--- src/rtl/qep_pkg.sv ---
`default_nettype none
// ============================================================================
// Module      : qep_pkg
// Description : Shared types and helpers for the QEP front-end decoder.
//               Covers the count-mode encoding, the decoder state machine
//               states and the forward quadrature transition table.
// Revision    : 1.0  initial release
// ============================================================================
package qep_pkg;

  typedef enum logic [1:0] {
    QEP_X4 = 2'd0,
    QEP_X2 = 2'd1,
    QEP_X1 = 2'd2
  } qep_mode_t;

  typedef enum logic {
    ST_PRIME = 1'b0,
    ST_RUN   = 1'b1
  } qep_st_t;

  // Forward successor of each {A,B} state, indexed by the current state:
  // 00->10, 01->00, 10->11, 11->01 (A leads B).
  localparam logic [7:0] FWD_NEXT = 8'b01_11_00_10;

  function automatic logic is_forward(input logic [1:0] prev, input logic [1:0] cur);
    return FWD_NEXT[{prev, 1'b0} +: 2] == cur;
  endfunction

  // Mode 2'b11 is treated as x4, the same as 2'b00.
  function automatic qep_mode_t decode_mode(input logic [1:0] m);
    case (m)
      2'b01:   return QEP_X2;
      2'b10:   return QEP_X1;
      default: return QEP_X4;
    endcase
  endfunction

endpackage
`default_nettype wire

--- src/rtl/qep_input_filter.sv ---
`default_nettype none
// ============================================================================
// Module      : qep_input_filter
// Description : Synchroniser chain plus stability-counter glitch filter for
//               one raw encoder pin. The filtered output takes the synced
//               value only after it differs for filt_len+1 consecutive clocks.
// Revision    : 1.0  initial release
// ============================================================================
module qep_input_filter #(
  parameter int P_SYNC_STAGES = 2,
  parameter int P_FILT_WIDTH  = 8
) (
  input  logic                    clk,
  input  logic                    reset,
  input  logic                    din,
  input  logic [P_FILT_WIDTH-1:0] filt_len,
  output logic                    dout
);

  logic [P_SYNC_STAGES-1:0] sync_q;
  logic [P_FILT_WIDTH-1:0]  cnt_q;
  logic                     filt_q;
  logic                     synced;

  assign synced = sync_q[P_SYNC_STAGES-1];
  assign dout   = filt_q;

  // Synchroniser shift chain for the asynchronous pin.
  always_ff @(posedge clk or posedge reset) begin
    if (reset) sync_q <= '0;
    else       sync_q <= {sync_q[P_SYNC_STAGES-2:0], din};
  end

  // Stability counter: any agreeing sample reloads; a full run of
  // disagreeing samples commits the new level.
  always_ff @(posedge clk or posedge reset) begin
    if (reset) begin
      cnt_q  <= '0;
      filt_q <= 1'b0;
    end else if (synced == filt_q) begin
      cnt_q <= '0;
    end else if (cnt_q == filt_len) begin
      cnt_q  <= '0;
      filt_q <= synced;
    end else begin
      cnt_q <= cnt_q + 1'b1;
    end
  end

endmodule
`default_nettype wire

--- src/rtl/qep_decoder.sv ---
`default_nettype none
// ============================================================================
// Module      : qep_decoder
// Description : QEP channel front-end. Filters A/B/I, decodes quadrature
//               transitions into spaced count strobes with direction, drives
//               the qualified index level and tracks illegal/overrun errors.
// Revision    : 1.0  initial release
// ============================================================================
module qep_decoder
  import qep_pkg::*;
#(
  parameter int P_SYNC_STAGES = 2,
  parameter int P_FILT_WIDTH  = 8
) (
  input  logic                    clk,
  input  logic                    reset,
  input  logic                    qep_a,
  input  logic                    qep_b,
  input  logic                    qep_i,
  input  logic [P_FILT_WIDTH-1:0] filt_len,
  input  logic [1:0]              mode,
  input  logic                    swap_ab,
  input  logic                    dir_invert,
  input  logic                    index_qual,
  input  logic                    err_clear,
  output logic                    pulse,
  output logic                    dir,
  output logic                    index,
  output logic                    phase_err,
  output logic [15:0]             err_count
);

  logic      filt_a, filt_b, filt_i;
  logic [1:0] cur_ab, prev_q, diff;
  qep_st_t   state_q, state_d;
  qep_mode_t mode_dec;
  logic      ev, ev_dir, illegal, overrun, pending_q, pend_dir_q;

  qep_input_filter #(.P_SYNC_STAGES(P_SYNC_STAGES), .P_FILT_WIDTH(P_FILT_WIDTH)) u_filt_a (
    .clk(clk), .reset(reset), .din(qep_a), .filt_len(filt_len), .dout(filt_a));
  qep_input_filter #(.P_SYNC_STAGES(P_SYNC_STAGES), .P_FILT_WIDTH(P_FILT_WIDTH)) u_filt_b (
    .clk(clk), .reset(reset), .din(qep_b), .filt_len(filt_len), .dout(filt_b));
  qep_input_filter #(.P_SYNC_STAGES(P_SYNC_STAGES), .P_FILT_WIDTH(P_FILT_WIDTH)) u_filt_i (
    .clk(clk), .reset(reset), .din(qep_i), .filt_len(filt_len), .dout(filt_i));

  // Swap is applied after filtering, so prev always holds post-swap {A,B}.
  assign cur_ab = swap_ab ? {filt_b, filt_a} : {filt_a, filt_b};
  assign diff   = cur_ab ^ prev_q;

  // State register and previous {A,B} snapshot (refreshed every clock).
  always_ff @(posedge clk or posedge reset) begin
    if (reset) begin
      state_q <= ST_PRIME;
      prev_q  <= 2'b00;
    end else begin
      state_q <= state_d;
      prev_q  <= cur_ab;
    end
  end

  // Next state plus transition decode and mode qualification.
  always_comb begin
    state_d  = state_q;
    ev       = 1'b0;
    ev_dir   = 1'b0;
    illegal  = 1'b0;
    mode_dec = decode_mode(mode);
    case (state_q)
      ST_PRIME: state_d = ST_RUN;
      ST_RUN: begin
        if (diff == 2'b11) begin
          illegal = 1'b1;
        end else if (diff != 2'b00) begin
          ev_dir = is_forward(prev_q, cur_ab);
          case (mode_dec)
            QEP_X2:  ev = diff[1];
            QEP_X1:  ev = diff[1] & ~cur_ab[0];
            default: ev = 1'b1;
          endcase
        end
      end
      default: state_d = ST_PRIME;
    endcase
  end

  assign overrun = ev & (pulse | pending_q) & pending_q;

  // Strobe generator: guarantees a low cycle between strobes, with a
  // single-deep pending slot for events that land on a high cycle.
  always_ff @(posedge clk or posedge reset) begin
    if (reset) begin
      pulse      <= 1'b0;
      dir        <= 1'b0;
      pending_q  <= 1'b0;
      pend_dir_q <= 1'b0;
    end else if (pulse) begin
      pulse <= 1'b0;
      if (ev && !pending_q) begin
        pending_q  <= 1'b1;
        pend_dir_q <= ev_dir;
      end
    end else if (pending_q) begin
      pulse     <= 1'b1;
      dir       <= pend_dir_q ^ dir_invert;
      pending_q <= 1'b0;
    end else if (ev) begin
      pulse <= 1'b1;
      dir   <= ev_dir ^ dir_invert;
    end
  end

  // Sticky error flag and saturating error counter; clear has priority.
  always_ff @(posedge clk or posedge reset) begin
    if (reset) begin
      phase_err <= 1'b0;
      err_count <= 16'h0000;
    end else if (err_clear) begin
      phase_err <= 1'b0;
      err_count <= 16'h0000;
    end else if (illegal || overrun) begin
      phase_err <= 1'b1;
      if (err_count != 16'hFFFF) err_count <= err_count + 16'h0001;
    end
  end

  // Registered index level, optionally gated by A=B=1.
  always_ff @(posedge clk or posedge reset) begin
    if (reset) index <= 1'b0;
    else       index <= filt_i & (index_qual ? (cur_ab == 2'b11) : 1'b1);
  end

endmodule
`default_nettype wire

--- config.mk ---
export PLATFORM = sky130hd
export DESIGN_NAME = qep_decoder
export DESIGN_NICKNAME = d
export VERILOG_FILES = /design/src/rtl/qep_pkg.sv /design/src/rtl/qep_input_filter.sv /design/src/rtl/qep_decoder.sv
export SDC_FILE = /design/constraint.sdc
export NUM_CORES = 1
export LEC_CHECK = 0
export ABC_AREA = 1
export CAP_MARGIN = 20
export CORE_ASPECT_RATIO = 1.2
export CORE_UTILIZATION = 45
export DETAILED_ROUTE_END_ITERATION = 8
export PLACE_DENSITY = 0.79
export REMOVE_ABC_BUFFERS = 1
export SYNTH_ARGS = -nofsm -noshare
export SYNTH_HDL_FRONTEND = slang
export SYNTH_SLANG_ARGS = --single-unit
--- constraint.sdc ---
create_clock -name clk -period 2.47 [get_ports clk]
set_input_delay 0.3705 -clock clk [delete_from_list [all_inputs] [get_ports clk]]
set_output_delay 0.3705 -clock clk [all_outputs]
set_load 0.01 [all_outputs]
==> results of run 1 <==
-- per-layer routing --
layer / track usage / wire, um / vias to the layer above / part of all wire
met4: 0.0545 / 53 / 0 / 0.0085
met1: 0.235 / 2820 / 1201 / 0.45
met5: 0 / 0 / - / 0
met3: 0.0379 / 131 / 4 / 0.021
met2: 0.325 / 3210 / 38 / 0.52
li1: - / - / 1291 / -
-- area by class of cell --
type / instances / area [um^2]
sequential: 58 / 1450
clock inverter: 2 / 10.0
multi-input combinational: 273 / 1560
inverter: 38 / 143
fill: 618 / 2990
clock buffer: 14 / 173
timing repair buffer: 41 / 415
tap: 87 / 109
-- path summary, 6_finish.rpt --
check                                             start                      endpoint  slack (ns)  cells past startpoint
setup reg to reg               err_count[0]$_DFFE_PP0P_     err_count[12]$_DFFE_PP0P_        0.54                      7
max in group asynchronous                         reset     err_count[13]$_DFFE_PP0P_        1.50                      3
hold / removal             u_filt_a.sync_q[0]$_DFF_PP0_  u_filt_a.sync_q[1]$_DFF_PP0_        0.35                      0
min in group asynchronous                         reset   u_filt_i.cnt_q[3]$_DFF_PP0_        0.41                      2
setup / recovery               err_count[0]$_DFFE_PP0P_     err_count[12]$_DFFE_PP0P_        0.54                      7
hold reg to reg            u_filt_a.sync_q[0]$_DFF_PP0_  u_filt_a.sync_q[1]$_DFF_PP0_        0.35                      0
-- layout by cell type, fill, tap and decap left out, types with 4 or more instances in the layout --
master	n
nand2_1	67
dfrtp_1	58
nor2_1	46
clkdlybuf4s50_1	38
inv_1	35
nand3_1	34
xnor2_1	29
xor2_1	21
nand2_2	16
nand4_1	14
clkbuf_8	12
nor3_1	7
ha_1	6
o21ai_0	5
a21oi_1	4
-- cells by family after synthesis --
logic type / after synthesis
AO/OA/AOI/OAI: 14
adder cells (fa/ha/maj): 6
XOR/XNOR: 50
buffers and inverters: 42
AND/OR/NAND/NOR: 202
flip-flops: 58
other: 1
-- flip-flops by register name, summed over array words and instances (netlist names) --
name	flops
err_count	16
state_q	1
pending_q	1
u_filt_b.sync_q	2
prev_q	2
phase_err	1
u_filt_b.dout	1
u_filt_a.sync_q	2
u_filt_i.dout	1
dir	1
u_filt_i.cnt_q	8
pend_dir_q	1
u_filt_a.dout	1
u_filt_b.cnt_q	8
u_filt_i.sync_q	2
pulse	1
index	1
u_filt_a.cnt_q	8
-- per-stage QoR --
stage,utilization,worst slack [ns]
2_1_floorplan,-,0.672
3_3_place_gp,0.537,0.303
3_5_place_dp,0.537,0.214
4_1_cts,0.564,0.541
5_1_grt,0.564,0.358
6_report,0.564,0.544
-- where the power goes --
part           switching [uW]  internal [uW]  total, uW
Combinational             226            197        423
Sequential               84.3           1030       1110
Clock                     349            444        793
-- worst max-delay path, cell delays in order, from the launching register on --
cell and delay, ns:
dfrtp_1 0.45, ha_1 0.21, nand2_1 0.10, nor2_1 0.27, nand4_2 0.33, buf_4 0.28
nand3_1 0.11, nand2_1 0.06
==> results.cfg, run 1 <==
[synth]
synth-xor-area-share = 0.137
yosys.area_share.adder = 0.0235
synth-edff-count = 0
ys_ff_latch = 58
synth_area_leaders = dfrtp_1, xnor2_1, nand2_1
synth-main-ff-cell = dfrtp_1
synth_top_family_by_area = simple AND/OR/NAND/NOR gates
synth_most_common_cell = nand2_1
yosysTopAreaCell = dfrtp_1
synthMuxAreaShare = 0
ys_seq_area_frac = 0.454
synth-compound-area-share = 0.0239
netlist_instances = 373
syn_area_per_cell_um2 = 8.56
async_flop_share = 1.00
synth_common_cells = nand2_1, dfrtp_1, nor2_1
synth_warnings = 0
yosys.area_share.simple = 0.304
synth_area_um2 = 3190
yosys.area.top_type_share = 0.454
ys_types = 33

[timing]
fin_worst_skew_ns = 0.00795
rsz0062_at_grt = no
setup_tns_ns = 0
hold_violations = 0
fmax_mhz = 519
final_max_slew_viol_count = 0
setup_viol = 0
worstMarginPinSlew_ns = 0.537
finalCriticalPeriod_ns = 1.93
max_slew_margin = 0.642
finalCritPeriodShare = 0.780
holdWs_ns = 0.347

[placed_design]
place_inst = 497
dpl-instance-area_um2 = 3680
gp_congestion = 0.850
dp_hpwl_um = 4650
port-buffer-count = 38

[clocking]
root_buffer = clkbuf_8
postCtsSetupRepairBufs = 0
cts_tree = yes
cts_buffer_depth = 2
clk_pin_slew_worst_paths_ns = 0.06
h-tree-depth = 3
cts-hold-fix-buffers = 0
cts_made_buffers = 9
cts_sinks = 58
post_cts_resized = 0
clk_latency_ns = 0.32

[global_routing]
grt_start_max_net_pins = 35
overflow = 0
grt_pass1_wl_um = 11000
grt_pass1_vias = 2491
gr-usage-all-layers = 0.187
antenna_found_initial = 0

[floorplan]
die_h_um = 94.3
die-area_um2 = 7440
ios = 39
std_cell_rows = 33
start_util = 0.466
die_w_um = 78.9
core_area_um2 = 6850

[critical_path]
critPathKind = flop to flop
worst-path-max-fanout = 9
crit_arrival_ns = 2.14
cp-end-kind = flop
cp.required_ns = 2.68
critPathLaunchType = flop

[cells_and_area]
num-nets-final = 446
drive_above_1_share = 0.110
area_growth_pct = 21.0
final_cell_area_um2 = 3860
fin_cells = 513
diodes = 0

[power]
power_leakage_uw = 0.00179
power.total_uw = 2330
power.density_nw_per_um2 = 603
vdd_ir_drop_max_uv = 330

[route]
antenna_left = 0
wl_um = 6220
vias = 2534
drt-vias-per-instance = 4.94
post-route-drc-count = 0
avgRoutedWirePerCell_um = 12.1
firstDrtPassIters = 5
drt_iter0_markers = 178

[run]
maxCapViolCount = 0

[run_status]
status = completed

[min_path]
hold_path_class = flop to flop
(Power assumes the default switching activity.)
==> run 2, diff against run 1 <==
- PLACE_DENSITY: 0.79 -> 0.81
- clock period: 2.47 -> 1.69 ns (I/O delays scaled with it)
==> results.cfg, run 2 (synthesis gave the netlist of run 1 again) <==
[run_status]
status = finished, violations left
violations = setup timing

[clocking]
clk_latency_ns = 0.34
clk_pin_slew_worst_paths_ns = 0.06
cts_buffer_depth = 2
root_buffer = clkbuf_8
cts_made_buffers = 9
cts_sinks = 58
h-tree-depth = 3
cts_tree = yes

[cells_and_area]
regMostFlops = err_count
final_cell_mix = nand2_1, dfrtp_1, nor2_1, clkdlybuf4s50_1, inv_1
drive_above_1_share = 0.225
largest_reg_flops = 16
num-nets-final = 478
diodes = 0
final_common_cell = nand2_1
area_growth_pct = 33.8
fin_cells = 545

[route]
firstDrtPassIters = 4
avgRoutedWirePerCell_um = 13.9
antenna_left = 0
post-route-drc-count = 0
drt_iter0_markers = 151
drt-vias-per-instance = 5.12
wl_um = 7580
vias = 2789

[critical_path]
reg2reg_from = u_filt_b.dout$_DFFE_PP0P_
slowest_stage = dfrtp_2
crit_path_frequent_cell = nand2_4
worst-path-max-fanout = 6
critPathKind = flop to flop
cp-end-kind = flop
critPathLaunchType = flop
cp.required_ns = 1.96
reg2reg_depth = 12
cp_cell_sequence = nand2_4, nand2_4, nand2_4, nand2_4, nand2_2, nand2_2, nor2_4, nand3_2, nand3_4, clkbuf_16, nand3_2, nand2_1
timing.rr.end = err_count[11]$_DFFE_PP0P_
crit_arrival_ns = 1.99
max_stage_delay_ns = 0.46
rrSetupSlack_ns = -0.03

[floorplan]
die_h_um = 94.3
die-area_um2 = 7440
core_area_um2 = 6850
start_util = 0.466
die_w_um = 78.9
std_cell_rows = 33
ios = 39

[global_routing]
grt_start_max_net_pins = 59
gr-usage-all-layers = 0.206
antenna_found_initial = 0
grt_pass1_vias = 2632
grt_pass1_wl_um = 11700
overflow = 0

[timing]
fin_worst_skew_ns = 0.00644
final_max_slew_viol_count = 0
finalCriticalPeriod_ns = 1.72
finalCritPeriodShare = 1.02
setup_ws_ns = -0.0262
rsz0062_at_grt = yes
fmax_mhz = 583
setup_tns_ns = -0.0688
setup_viol = 6
hold_violations = 0

[power]
vdd_ir_drop_max_uv = 559
power_leakage_uw = 0.00203
power.total_uw = 3530
power.density_nw_per_um2 = 825

[placed_design]
dp_hpwl_um = 4970
place_inst = 520
gp_congestion = 0.898
port-buffer-count = 38
place_ws_ns = -0.364

[min_path]
hold_path_class = input port to asynchronous set/reset pin

[run]
maxCapViolCount = 0
-- run 2: cell count changes in the layout (fill, tap and decap cells not counted), sizes merged --
cell	change
nand2	+1
dlymetal6s2s	+1
clkinv	+1
clkdlybuf4s50	-1
buf	+30
-- run 2: layout make-up --
class                      count  area, um^2
inverter                      38         143
clock buffer                  13         149
tap                           87         109
clock inverter                 3        15.0
fill                         547        2580
timing repair buffer          72         676
multi-input combinational    274        1730
sequential                    58        1450
-- run 2: metal layers --
metal,vias up,GRT usage,routed length (um)
met5,-,0,0
met4,0,0.0955,132
met3,10,0.0534,295
met2,66,0.348,4120
met1,1354,0.245,3030
li1,1359,-,-
-- run 2: worst max-delay path by stage --
stage / start / endpoint / cells past startpoint
floorplan: err_count[0]$_DFFE_PP0P_ / err_count[10]$_DFFE_PP0P_ / 7
global placement: swap_ab / err_count[11]$_DFFE_PP0P_ / 14
detailed placement: swap_ab / err_count[14]$_DFFE_PP0P_ / 14
CTS: swap_ab / err_count[14]$_DFFE_PP0P_ / 14
global route: u_filt_b.dout$_DFFE_PP0P_ / err_count[3]$_DFFE_PP0P_ / 12
finish: u_filt_b.dout$_DFFE_PP0P_ / err_count[11]$_DFFE_PP0P_ / 12
-- run 2: stage by stage --
step            util  hold slack [ns]  instance area (um^2)
6_report       0.624            0.278                  4280
5_1_grt        0.624            0.338                  4280
3_5_place_dp   0.562            0.339                  3850
4_1_cts        0.588            0.293                  4030
2_1_floorplan      -            0.285                  3160
3_3_place_gp   0.562            0.333                  3850
-- run 2: power by group --
group          internal [uW]  leakage, uW  total, uW  switching [uW]
registers               1510     0.000778       1630             128
clock network            565    0.0000872       1090             524
logic                    386      0.00117        805             419
-- run 2: what timing repair did --
action | 4_1_cts | 5_1_grt
endpoints found under the setup margin | 1 | 20
hold buffers | 0 | 0
buffers inserted | 0 | 7
cloned | 0 | 2
gates resized for setup | 2 | 37
hold endpoints to repair | 0 | 0
pin swaps | 0 | 25
-- run 2: critical path: cells and delay by family (launching register included) --
kind / cells / cell delay, ns
and+or+nand+nor: 11 / 0.99
DFF: 1 / 0.46
buffers and inverters: 1 / 0.20
==> run 3, diff against run 2 <==
- PLACE_DENSITY: 0.81 -> 0.79
- clock period: 1.69 -> 2 ns (I/O delays scaled with it)
==> results.cfg, run 3 (synthesis gave the netlist of run 1 again) <==
[critical_path]
cp-end-kind = flop
critPathKind = input port to flop
crit_arrival_ns = 2.02
timing.rr.end = err_count[10]$_DFFE_PP0P_
reg2reg_depth = 9
worst-path-max-fanout = 12
cp.required_ns = 2.26
reg2reg_from = err_count[0]$_DFFE_PP0P_
critPathLaunchType = input port
rrSetupSlack_ns = 0.26

[timing]
setup_ws_ns = 0.235
fin_worst_skew_ns = 0.00999
setup_viol = 0
hold_violations = 0
final_max_slew_viol_count = 0
holdWs_ns = 0.350
fmax_mhz = 566
finalCritPeriodShare = 0.883
setup_tns_ns = 0
finalCriticalPeriod_ns = 1.77
rsz0062_at_grt = no

[clocking]
cts-hold-fix-buffers = 0
clk_latency_ns = 0.33
cts_buffer_depth = 2
root_buffer = clkbuf_8
postCtsSetupRepairBufs = 0
cts_made_buffers = 9
cts_sinks = 58
cts_tree = yes
clk_pin_slew_worst_paths_ns = 0.06
h-tree-depth = 3
post_cts_resized = 0

[power]
power.density_nw_per_um2 = 753
power_leakage_uw = 0.00182
vdd_ir_drop_max_uv = 439

[route]
firstDrtPassIters = 4
post-route-drc-count = 0
vias = 2601
wl_um = 6350
antenna_left = 0
avgRoutedWirePerCell_um = 12.3
drt_iter0_markers = 137
drt-vias-per-instance = 5.02

[placed_design]
place_inst = 503
place_ws_ns = -0.0941
gp_congestion = 0.858
dpl-instance-area_um2 = 3730
port-buffer-count = 38
dp_hpwl_um = 4650

[min_path]
hold_path_class = input port to asynchronous set/reset pin

[cells_and_area]
diodes = 0
drive_above_1_share = 0.121
final_cell_area_um2 = 3910
final_cell_mix = nand2_1, dfrtp_1, nor2_1, clkdlybuf4s50_1, inv_1
final_common_cell = nand2_1
regMostFlops = err_count
largest_reg_flops = 16
area_growth_pct = 22.5
fin_cells = 518
num-nets-final = 452

[floorplan]
die-area_um2 = 7440
start_util = 0.466
die_h_um = 94.3
core_area_um2 = 6850
die_w_um = 78.9
ios = 39
std_cell_rows = 33

[global_routing]
met3_usage = 0.0359
grt.met2_usage = 0.322
gr-usage-all-layers = 0.193
grt_pass1_wl_um = 11200
grt_start_max_net_pins = 59
grt_busiest_layer = met2
use_met1 = 0.244
antenna_found_initial = 0
overflow = 0
grt_pass1_vias = 2489

[run_status]
status = completed

[run]
maxCapViolCount = 0
==> run 3: changes by cell type in the layout (fill, tap and decap cells not counted), sizes merged <==
cell	previous run	this run
buf	33	9
clkbuf	14	12
bufinv	0	1
clkdlybuf4s50	37	38
clkinv	3	2
dlymetal6s2s	1	0
nand2	85	84
==> run 3: power breakdown <==
part           switching [uW]  leakage [uW]  internal [uW]  total, uW
registers                 105      0.000781           1270       1380
clock network             423     0.0000962            599       1020
logic                     288      0.000941            259        547
==> run 3: metrics by stage <==
step / util / power, uW
after floorplan: - / 1740
after global placement: 0.544 / 1930
after detailed placement: 0.544 / 1950
after CTS: 0.571 / 2980
after global routing: 0.571 / 3120
final: 0.571 / 2950
==> run 3: cell type report <==
type | instances | area (um^2)
fill | 635 | 2940
multi-input combinational | 273 | 1560
sequential | 58 | 1450
timing repair buffer | 47 | 460
clock buffer | 12 | 145
inverter | 38 | 143
tap | 87 | 109
clock inverter | 3 | 40.0
==> run 3: worst max-delay path, cell delays in order <==
cell and delay [ns]:
clkdlybuf4s50_1 0.53, inv_1 0.09, nand2_2 0.09, nand2_2 0.06
nand2_2 0.06, nand2_2 0.08, nand2_2 0.07, nand2_1 0.06
nor2_2 0.12, nand3_2 0.11, nand3_4 0.09, buf_4 0.19
nand3_1 0.09, nand2_1 0.07
==> run 3: worst max-delay path by stage <==
stage                              from                        end  slack, ns  cells after the start
2_1_floorplan  err_count[0]$_DFFE_PP0P_  err_count[10]$_DFFE_PP0P_       0.23                      7
3_3_place_gp                    swap_ab  err_count[11]$_DFFE_PP0P_       0.01                     14
3_5_place_dp                    swap_ab   err_count[0]$_DFFE_PP0P_      -0.09                     14
4_1_cts                         swap_ab   err_count[9]$_DFFE_PP0P_       0.24                     14
5_1_grt                         swap_ab  err_count[14]$_DFFE_PP0P_       0.08                     14
6_report                        swap_ab   err_count[9]$_DFFE_PP0P_       0.23                     14
==> run 3: routing by layer <==
metal | vias up | part of all wire | routed length [um]
met5 | - | 0 | 0
met4 | 0 | 0.013 | 84
met3 | 6 | 0.031 | 199
met2 | 46 | 0.49 | 3130
met1 | 1243 | 0.46 | 2930
li1 | 1306 | - | -
